### config.mk
export PLATFORM = sky130hd
export DESIGN_NAME = decode_stage
export DESIGN_NICKNAME = d
export VERILOG_FILES = /design/src/rtl/decode_stage.sv
export SDC_FILE = /design/constraint.sdc
export NUM_CORES = 1
export LEC_CHECK = 0
export CAP_MARGIN = 20
export CORE_AREA = 2 2 70 72
export DETAILED_ROUTE_END_ITERATION = 8
export DIE_AREA = 0 0 72 74
export GPL_ROUTABILITY_DRIVEN = 0
export GPL_TIMING_DRIVEN = 0
export PLACE_DENSITY_LB_ADDON = 0.25
export SETUP_SLACK_MARGIN = 0.05
export SYNTH_ARGS = -nofsm -noshare
export SYNTH_HDL_FRONTEND = slang
export SYNTH_SLANG_ARGS = --single-unit
### constraint.sdc
create_clock -name clk -period 2.5 [get_ports clk]
set_input_delay 0.5 -clock clk [delete_from_list [all_inputs] [get_ports clk]]
set_output_delay 0.5 -clock clk [all_outputs]
set_load 0.005 [all_outputs]
### src/rtl/decode_stage.sv
// Instruction-decode stage: decodes 16-bit instruction words into the execute
// control bundle, holds the ID/EX register and inserts load-use bubbles.
module decode_stage #(
  parameter logic [3:0] NOP_OP = 4'hF
) (
  input  logic        clk,
  input  logic        rst,
  input  logic        in_valid,
  input  logic [15:0] in_instr,
  input  logic [15:0] in_pc,
  output logic        in_ready,
  input  logic        ex_stall,
  input  logic        flush,
  output logic        out_valid,
  output logic [3:0]  out_alu_op,
  output logic [2:0]  out_rd,
  output logic [2:0]  out_rs1,
  output logic [2:0]  out_rs2,
  output logic [15:0] out_imm,
  output logic        out_use_imm,
  output logic        out_reg_write,
  output logic        out_mem_read,
  output logic        out_mem_write,
  output logic [15:0] out_pc,
  output logic        out_illegal,
  output logic        hazard_stall
);

  typedef struct packed {
    logic        valid;
    logic [3:0]  alu_op;
    logic [2:0]  rd;
    logic [2:0]  rs1;
    logic [2:0]  rs2;
    logic [15:0] imm;
    logic        use_imm;
    logic        reg_write;
    logic        mem_read;
    logic        mem_write;
    logic        illegal;
    logic [15:0] pc;
  } bundle_t;

  localparam logic [3:0] ALU_ADD = 4'd0;

  bundle_t    dec;
  bundle_t    id_ex;
  logic       hazard_q;
  logic       hazard;
  logic [3:0] opcode;

  assign opcode = in_instr[15:12];

  // NOTE: every field gets a default before the case so no latch is inferred.
  always_comb begin
    dec       = '0;
    dec.valid = 1'b1;
    dec.pc    = in_pc;
    case (opcode)
      4'd0, 4'd1, 4'd2, 4'd3, 4'd4: begin
        dec.alu_op    = opcode;
        dec.rd        = in_instr[11:9];
        dec.rs1       = in_instr[8:6];
        dec.rs2       = in_instr[5:3];
        dec.reg_write = 1'b1;
      end
      4'd5, 4'd6, 4'd7: begin
        dec.alu_op  = ALU_ADD;
        dec.rd      = in_instr[11:9];
        dec.rs1     = in_instr[8:6];
        dec.imm     = {{10{in_instr[5]}}, in_instr[5:0]};
        dec.use_imm = 1'b1;
        if (opcode == 4'd7) begin
          dec.rs2       = in_instr[11:9];
          dec.mem_write = 1'b1;
        end else begin
          dec.reg_write = 1'b1;
          dec.mem_read  = (opcode == 4'd6);
        end
      end
      default: dec.illegal = (opcode != NOP_OP);
    endcase
  end

  // Decoded source fields are zero whenever the opcode does not read them, and
  // register 0 never hazards, so comparing both is enough.
  assign hazard = in_valid && id_ex.valid && id_ex.mem_read && (id_ex.rd != 3'd0) &&
                  ((dec.rs1 == id_ex.rd) || (dec.rs2 == id_ex.rd));

  assign in_ready = !rst && !ex_stall && !hazard;

  // NOTE: sequential state uses non-blocking assignments so every register
  // samples pre-edge values regardless of statement order.
  always_ff @(posedge clk) begin
    if (rst) begin
      id_ex    <= '0;
      hazard_q <= 1'b0;
    end else if (flush) begin
      id_ex    <= '0;
      hazard_q <= 1'b0;
    end else if (ex_stall) begin
      id_ex    <= id_ex;
      hazard_q <= hazard_q;
    end else if (hazard) begin
      id_ex    <= '0;
      hazard_q <= 1'b1;
    end else if (in_valid) begin
      id_ex    <= dec;
      hazard_q <= 1'b0;
    end else begin
      id_ex    <= '0;
      hazard_q <= 1'b0;
    end
  end

  assign out_valid     = id_ex.valid;
  assign out_alu_op    = id_ex.alu_op;
  assign out_rd        = id_ex.rd;
  assign out_rs1       = id_ex.rs1;
  assign out_rs2       = id_ex.rs2;
  assign out_imm       = id_ex.imm;
  assign out_use_imm   = id_ex.use_imm;
  assign out_reg_write = id_ex.reg_write;
  assign out_mem_read  = id_ex.mem_read;
  assign out_mem_write = id_ex.mem_write;
  assign out_illegal   = id_ex.illegal;
  assign out_pc        = id_ex.pc;
  assign hazard_stall  = hazard_q;

endmodule

==> out/summary.log <==
INFO  cells_and_area diodes=0
INFO  setup_path     worstPathCellList=clkdlybuf4s50_1 > a22oi_2 > o21ba_1 > o2111ai_2 > nand2_1 > nor2_2 > clkbuf_2
INFO  logic_synthesis fraction_of_the_yosys_area_taken_by_sequential_cells=50.3%
INFO  floorplanning  core=0.00460mm^2
INFO  placed_design  io_buffer_count=88
INFO  cts            tritoncts=built
INFO  min_path       worst_hold_path_type=flip-flop to flip-flop
INFO  cts            cts.sink_count=42
INFO  cts            inserted_clock_buffers=5
INFO  grt            grt_pass1_vias=1,425
INFO  cts            clkLatencyLatePin=290ps
INFO  cts            cts_htree_levels=2
INFO  logic_synthesis synth_largest_area_cell=sky130_fd_sc_hd__dfxtp_1
INFO  logic_synthesis synth_edf_count=0
INFO  logic_synthesis yosysWarningCount=0
INFO  timing         holdWs=447ps
INFO  cells_and_area layout.cell_area.non_filler=0.00278mm^2
INFO  setup_path     startpoint_kind_of_the_worst_setup_timing_path=input port
INFO  route          dr.pass1.iters=4
INFO  setup_path     crit_slowest_cell=sky130_fd_sc_hd__clkdlybuf4s50_1
INFO  floorplanning  dieWidth=72um
INFO  grt            grt_max_degree=13
INFO  setup_path     crit_fanout=3
INFO  cts            clockRootBuffer=sky130_fd_sc_hd__clkbuf_8
INFO  timing         finalClockSkew=4.54ps
INFO  floorplanning  dieArea=0.00533mm^2
INFO  timing         timing_max_transition_violations_final=0
INFO  power          power=0.00128W
INFO  grt            first_pass_grt_wire_length=6960um
INFO  cells_and_area post_route_cells_drive_above_1_share=18.6%
INFO  logic_synthesis postSynthCellCount=150
INFO  logic_synthesis syn_nets=187
INFO  logic_synthesis ys_types=34
INFO  timing         slew_headroom=66.5%
INFO  power          p_leak=1.10nW
INFO  route          dr_drc_count=0
INFO  timing         setup_viol=0
INFO  setup_path     timing.critical_path.buf_inv=2
INFO  placed_design  placed_cell_area=0.00262mm^2
INFO  setup_path     critical_path_arrival=1840ps
INFO  setup_path     worst-endpoint-required=2000ps
INFO  timing         achievable-frequency=427MHz
INFO  cells_and_area post_route_non_filler_standard_cell_count=307
INFO  route          via_per_inst=4.94
INFO  logic_synthesis synth.area.top_cells=sky130_fd_sc_hd__dfxtp_1 50%, sky130_fd_sc_hd__a22o_1 16%, sky130_fd_sc_hd__a32o_1 5.4%
INFO  setup_path     worstSetupPathType=input port to output pin
INFO  grt            grt_overflow_total=0
INFO  floorplanning  top_level_i_o_count=90
INFO  logic_synthesis syn_avg_cell_area=11.2um^2
INFO  placed_design  place.detailed.hpwl=3320um
INFO  timing         worst-slew-pin-transition=502ps
INFO  logic_synthesis yosys_most_used_dff=sky130_fd_sc_hd__dfxtp_1
INFO  cts            cts_hold_fix_bufs=0
INFO  floorplanning  fp-row-count=25
INFO  flow_run       timing.max_cap.violations=0
INFO  cells_and_area fill_cells=399
INFO  grt            number_of_antenna_violations_at_the_first_check_in_global_routing=0
INFO  logic_synthesis synth_seq_cells=42
INFO  outcome        status=finished, final reports clean
INFO  logic_synthesis netlist_area=0.00167mm^2
INFO  timing         finalWorstSetupSlack=156ps
INFO  timing         timing.final.crit_share=93.7%
INFO  logic_synthesis synth_async_sr_flop_share=0%
INFO  power          power-per-cell-area=463mW/mm^2
INFO  floorplanning  floorplan.initialDensity=36.4%
INFO  logic_synthesis yosys_top_cell_area_share=50.3%
INFO  route          dr.first_iter.drc_count=96
INFO  route          vias=1,518
INFO  grt            track_usage=16.9%
INFO  cells_and_area area_growth_syn_to_layout=65.9%
INFO  placed_design  preCtsSetupSlack=-659ps
INFO  cts            clock_tree.buffer_depth=2
INFO  route          detail_route.wl_per_cell=14.7um
INFO  cells_and_area layout.nets=289
INFO  placed_design  dp_cells=292
INFO  timing         report.final.hold_viol_count=0
INFO  setup_path     crit_path_max_incr_delay=500ps
INFO  route          antenna_violating_nets_remaining=0
INFO  timing         grt_setup_unrepaired=no
INFO  power          power.ir.vdd_worst=0.364mV
INFO  floorplanning  dieHeight=74um
INFO  timing         timing.final.crit_period=2340ps
INFO  route          final_wirelength=4530um
INFO  setup_path     worstSetupEndpointType=output pin
INFO  cts            clk_transition_reported_paths=70ps
INFO  setup_path     critical-path-top-delay-family=buffers and inverters
synth_stat cells (2+ instances only):
master,instances
sky130_fd_sc_hd__a22o_1,30
sky130_fd_sc_hd__nand2_1,5
sky130_fd_sc_hd__a32o_1,9
sky130_fd_sc_hd__buf_6,2
sky130_fd_sc_hd__nand3_1,2
sky130_fd_sc_hd__buf_4,11
sky130_fd_sc_hd__xnor2_1,4
sky130_fd_sc_hd__buf_8,2
sky130_fd_sc_hd__dfxtp_1,42
sky130_fd_sc_hd__clkbuf_1,5
sky130_fd_sc_hd__o21ai_1,2
sky130_fd_sc_hd__nor2_1,8
sky130_fd_sc_hd__inv_1,2
sky130_fd_sc_hd__and2_1,2
sky130_fd_sc_hd__nor3_1,2
sky130_fd_sc_hd__nor2b_1,2
sky130_fd_sc_hd__and3_1,3
layer usage:
metal | wire [um] | global-route usage, % | up-vias
li1 | - | - | 758
met5 | 0 | 0 | -
met1 | 2020 | 21.2 | 705
met2 | 2190 | 28.4 | 50
met4 | 40 | 5.03 | 0
met3 | 278 | 4.88 | 5
final timing paths:
| kind | from | to | slack (ps) | cells after the start |
|---|---|---|---|---|
| max reg2reg | out_rd[0]$_SDFFE_PP0N_ | out_pc[3]$_SDFFE_PP0N_ | 390 | 10 |
| min reg2reg | out_imm[3]$_SDFFE_PP0N_ | out_imm[3]$_SDFFE_PP0N_ | 450 | 2 |
| min | out_imm[3]$_SDFFE_PP0N_ | out_imm[3]$_SDFFE_PP0N_ | 450 | 2 |
| max | in_instr[9] | in_ready | 160 | 7 |
logic make-up (layout without fill, tap and decap cells):
kind of cell,Yosys count,count (layout),share of synthesized area [%]
AOI/OAI and AO/OA,50,50,26.7
xor gates and xnor gates,4,4,2.09
and+or+nand+nor,32,32,11.3
buffers and inverters,22,125,9.65
DFF,42,42,50.3
where the power goes:
group	internal (W)	switching (W)	total (W)	leakage [nW]
registers	0.000678	0.00000632	0.000685	0.340
logic	0.0000976	0.0000630	0.000161	0.712
clock network	0.000223	0.000216	0.000438	0.0482
final cells by class:
class | instances | area (um^2) | share of cell area [%]
buffer | 20 | 154 | 5.55
clock buffer | 7 | 86.3 | 3.11
clock inverter | 1 | 5.00 | 0.180
inverter | 2 | 7.51 | 0.271
multi-input combinational | 86 | 702 | 25.3
sequential | 42 | 842 | 30.3
tap | 54 | 67.6 | 2.43
timing repair buffer | 95 | 911 | 32.8
cells in the final DEF, fill, tap and decap left out, types with 2 or more instances in the layout:
cell type,n
sky130_fd_sc_hd__clkbuf_8,6
sky130_fd_sc_hd__buf_8,2
sky130_fd_sc_hd__buf_2,2
sky130_fd_sc_hd__nor3_1,2
sky130_fd_sc_hd__a22o_1,30
sky130_fd_sc_hd__clkbuf_1,6
sky130_fd_sc_hd__dfxtp_1,41
sky130_fd_sc_hd__buf_4,18
sky130_fd_sc_hd__a32o_2,2
sky130_fd_sc_hd__nor2b_1,2
sky130_fd_sc_hd__dlygate4sd2_1,7
sky130_fd_sc_hd__xnor2_2,2
sky130_fd_sc_hd__inv_1,2
sky130_fd_sc_hd__and3_1,3
sky130_fd_sc_hd__nor2_1,7
sky130_fd_sc_hd__clkdlybuf4s50_1,77
sky130_fd_sc_hd__a32o_1,8
sky130_fd_sc_hd__and2_1,2
sky130_fd_sc_hd__nand2_1,5
sky130_fd_sc_hd__nand3_1,2
sky130_fd_sc_hd__buf_6,2
sky130_fd_sc_hd__xnor2_1,2
sky130_fd_sc_hd__o21ai_1,2
worst min-delay path: cells and delay by family (launching register included):
kind / cells / cell delay (ps)
flops: 1 / 310
simple gates: 2 / 90
sequential cells by signal, indices dropped and copies added (netlist names), 3 cells and up:
signal	count
out_imm	6
out_rs1	3
out_rd	3
out_pc	16
out_alu_op	4
out_rs2	3
per-stage QoR:
| stage | util (%) | TNS (ps) |
|---|---|---|
| CTS | 60.2 | 0 |
| detailed placement | 57.0 | -5660 |
| floorplan | - | 0 |
| finish | 60.4 | 0 |
| global route | 60.4 | 0 |
| global placement | 57.0 | -4590 |
what timing repair did:
action	CTS	global route
hold endpoints to repair	0	0
gates resized for setup	25	4
pin swaps	10	4
setup endpoints to repair	1	1
buffers inserted	6	1
Note: power is estimated with default switching activity, not from simulation.
==> RTL edit, RTL diff (same settings) <==
Reset style: asynchronous (`rst`), changed in one clocked block.
--- a/src/rtl/decode_stage.sv
+++ b/src/rtl/decode_stage.sv
@@ -93,3 +93,3 @@
   // samples pre-edge values regardless of statement order.
-  always_ff @(posedge clk) begin
+  always_ff @(posedge clk or posedge rst) begin
     if (rst) begin
Function: differs if rst is asserted again (counterexample within 4 cycles, from zero or initial values and one cycle with rst high); with rst held inactive, the same outputs for 10 cycles.
==> RTL edit against the original RTL <==
  * The flow now finishes with violations (negative setup slack)
  * Wire length up 25%
  * Sequential share of layout area is 2.7 points higher
  * Final cell count up 5.9%
  * Sequential cell count unchanged
  * Non-clock buffer count rose by 5
  * Largest power group unchanged
  * Design area increased by 15%
  * Synthesized cell count is 12% higher
  * Worst setup slack worse by 0.18 ns
  * Critical endpoint unchanged
  * Die area unchanged
  * Sequential power rose by 5.7%
  * Highest routed layer unchanged
  * Synthesized area increased by 19%
  * Power rose by 20%
  * Clock power grew 27%
==> RTL edit: results (changes against the original RTL) <==
----------------------------------------------------
[Run status]
  Run status ... complete, but fails checks (was finished clean)
  Violated checks ... negative setup slack

[Setup path]
  R2R cell count ... 7 (was 10)
  Origin of the critical flop-to-flop path ... out_mem_read$_DFFE_PP0P_ (was out_rd[0]$_SDFFE_PP0N_)
  CP startpoint ... in_instr[13] (was in_instr[9])
  R2R setup slack ... 0.23 ns (was 0.39 ns)
  Slowest stage cell, crit path ... sky130_fd_sc_hd__or4b_4 (was sky130_fd_sc_hd__clkdlybuf4s50_1)
  Data arrival time of the critical path ... 2.03 ns (was 1.84 ns)
  Endpoint of the lowest-slack register-to-register path ... out_pc[3]$_DFFE_PP0P_ (was out_pc[3]$_SDFFE_PP0N_)

[Yosys]
  Sequential fraction of the synthesis area ... 0.5280 (was 0.5026)
  Post-synthesis net count ... 205 (was 187)
  Share of synthesized registers carrying an async set or reset ... 1.000 (was 0)
  Predominant post-synthesis flop cell ... sky130_fd_sc_hd__dfrtp_1 (was sky130_fd_sc_hd__dfxtp_1)
  Average instance area after synthesis ... 11.85 um^2 (was 11.15 um^2)

[Placement]
  Number of I/O port buffers ... 89 (was 88)
  Instance count after placement with tap cells included ... 311 (was 292)
  Worst slack at placement ... -1.164 ns (was -0.6593 ns)
  Detailed-placement wirelength estimate ... 3.889 mm (was 3.315 mm)

[Hold path]
  Worst Min Path Start ... out_imm[0]$_DFFE_PP0P_ (was out_imm[3]$_SDFFE_PP0N_)
  End of the worst hold path ... out_imm[0]$_DFFE_PP0P_ (was out_imm[3]$_SDFFE_PP0N_)

[STA]
  Crit path setup slack, layout ... -0.02681 ns (was 0.1564 ns)
  Hold slack final ... 0.4805 ns (was 0.4474 ns)
  Setup violations, final ... 1 (was 0)

[GRT]
  All-Layer GR Usage ... 0.2107 (was 0.1688)
  Number of global-route vias before repair ... 1766 (was 1425)

[Power]
  Leak pwr ... 1.420 nW (was 1.100 nW)

[Drt]
  Initial detailed-routing violation count ... 126 (was 96)
  Total length of routed met3 wires ... 411 um (was 278 um)
  Metal2 WL ... 2.808 mm (was 2.192 mm)

[Finish]
  Fraction of layout cells with a size suffix above 1 ... 0.1993 (was 0.1858)

----------------------------------------------------
==> RTL edit: timing repair <==
item,in CTS,in global routing
endpoints found under the setup margin,32,29
gates resized for setup,50,9
buffers inserted,7,4
pin swaps,6,7
==> RTL edit: power breakdown <==
group          switching, W  leakage (nW)  internal, W
combinational      0.000110         0.789     0.000156
sequential        0.0000188         0.574     0.000705
clock              0.000237        0.0573     0.000320
total              0.000365          1.42      0.00118
==> RTL edit: cells by family after synthesis <==
logic type,share of synthesized area
AND/OR/NAND/NOR,0.1125
XOR/XNOR,0.01760
AO/OA/AOI/OAI,0.2546
flip-flops,0.5280
buffers and inverters,0.08736
==> RTL edit: layout make-up <==
type                    instances  area, um^2
inverters                       3       13.76
repair buffers                100       978.4
well taps                      54       67.56
flip-flops and latches         42        1051
clock buffers                   6       82.58
clock inverters                 1       30.03
plain buffers                  20       141.4
multi-input cells              99       819.5
fillers                       354        1414
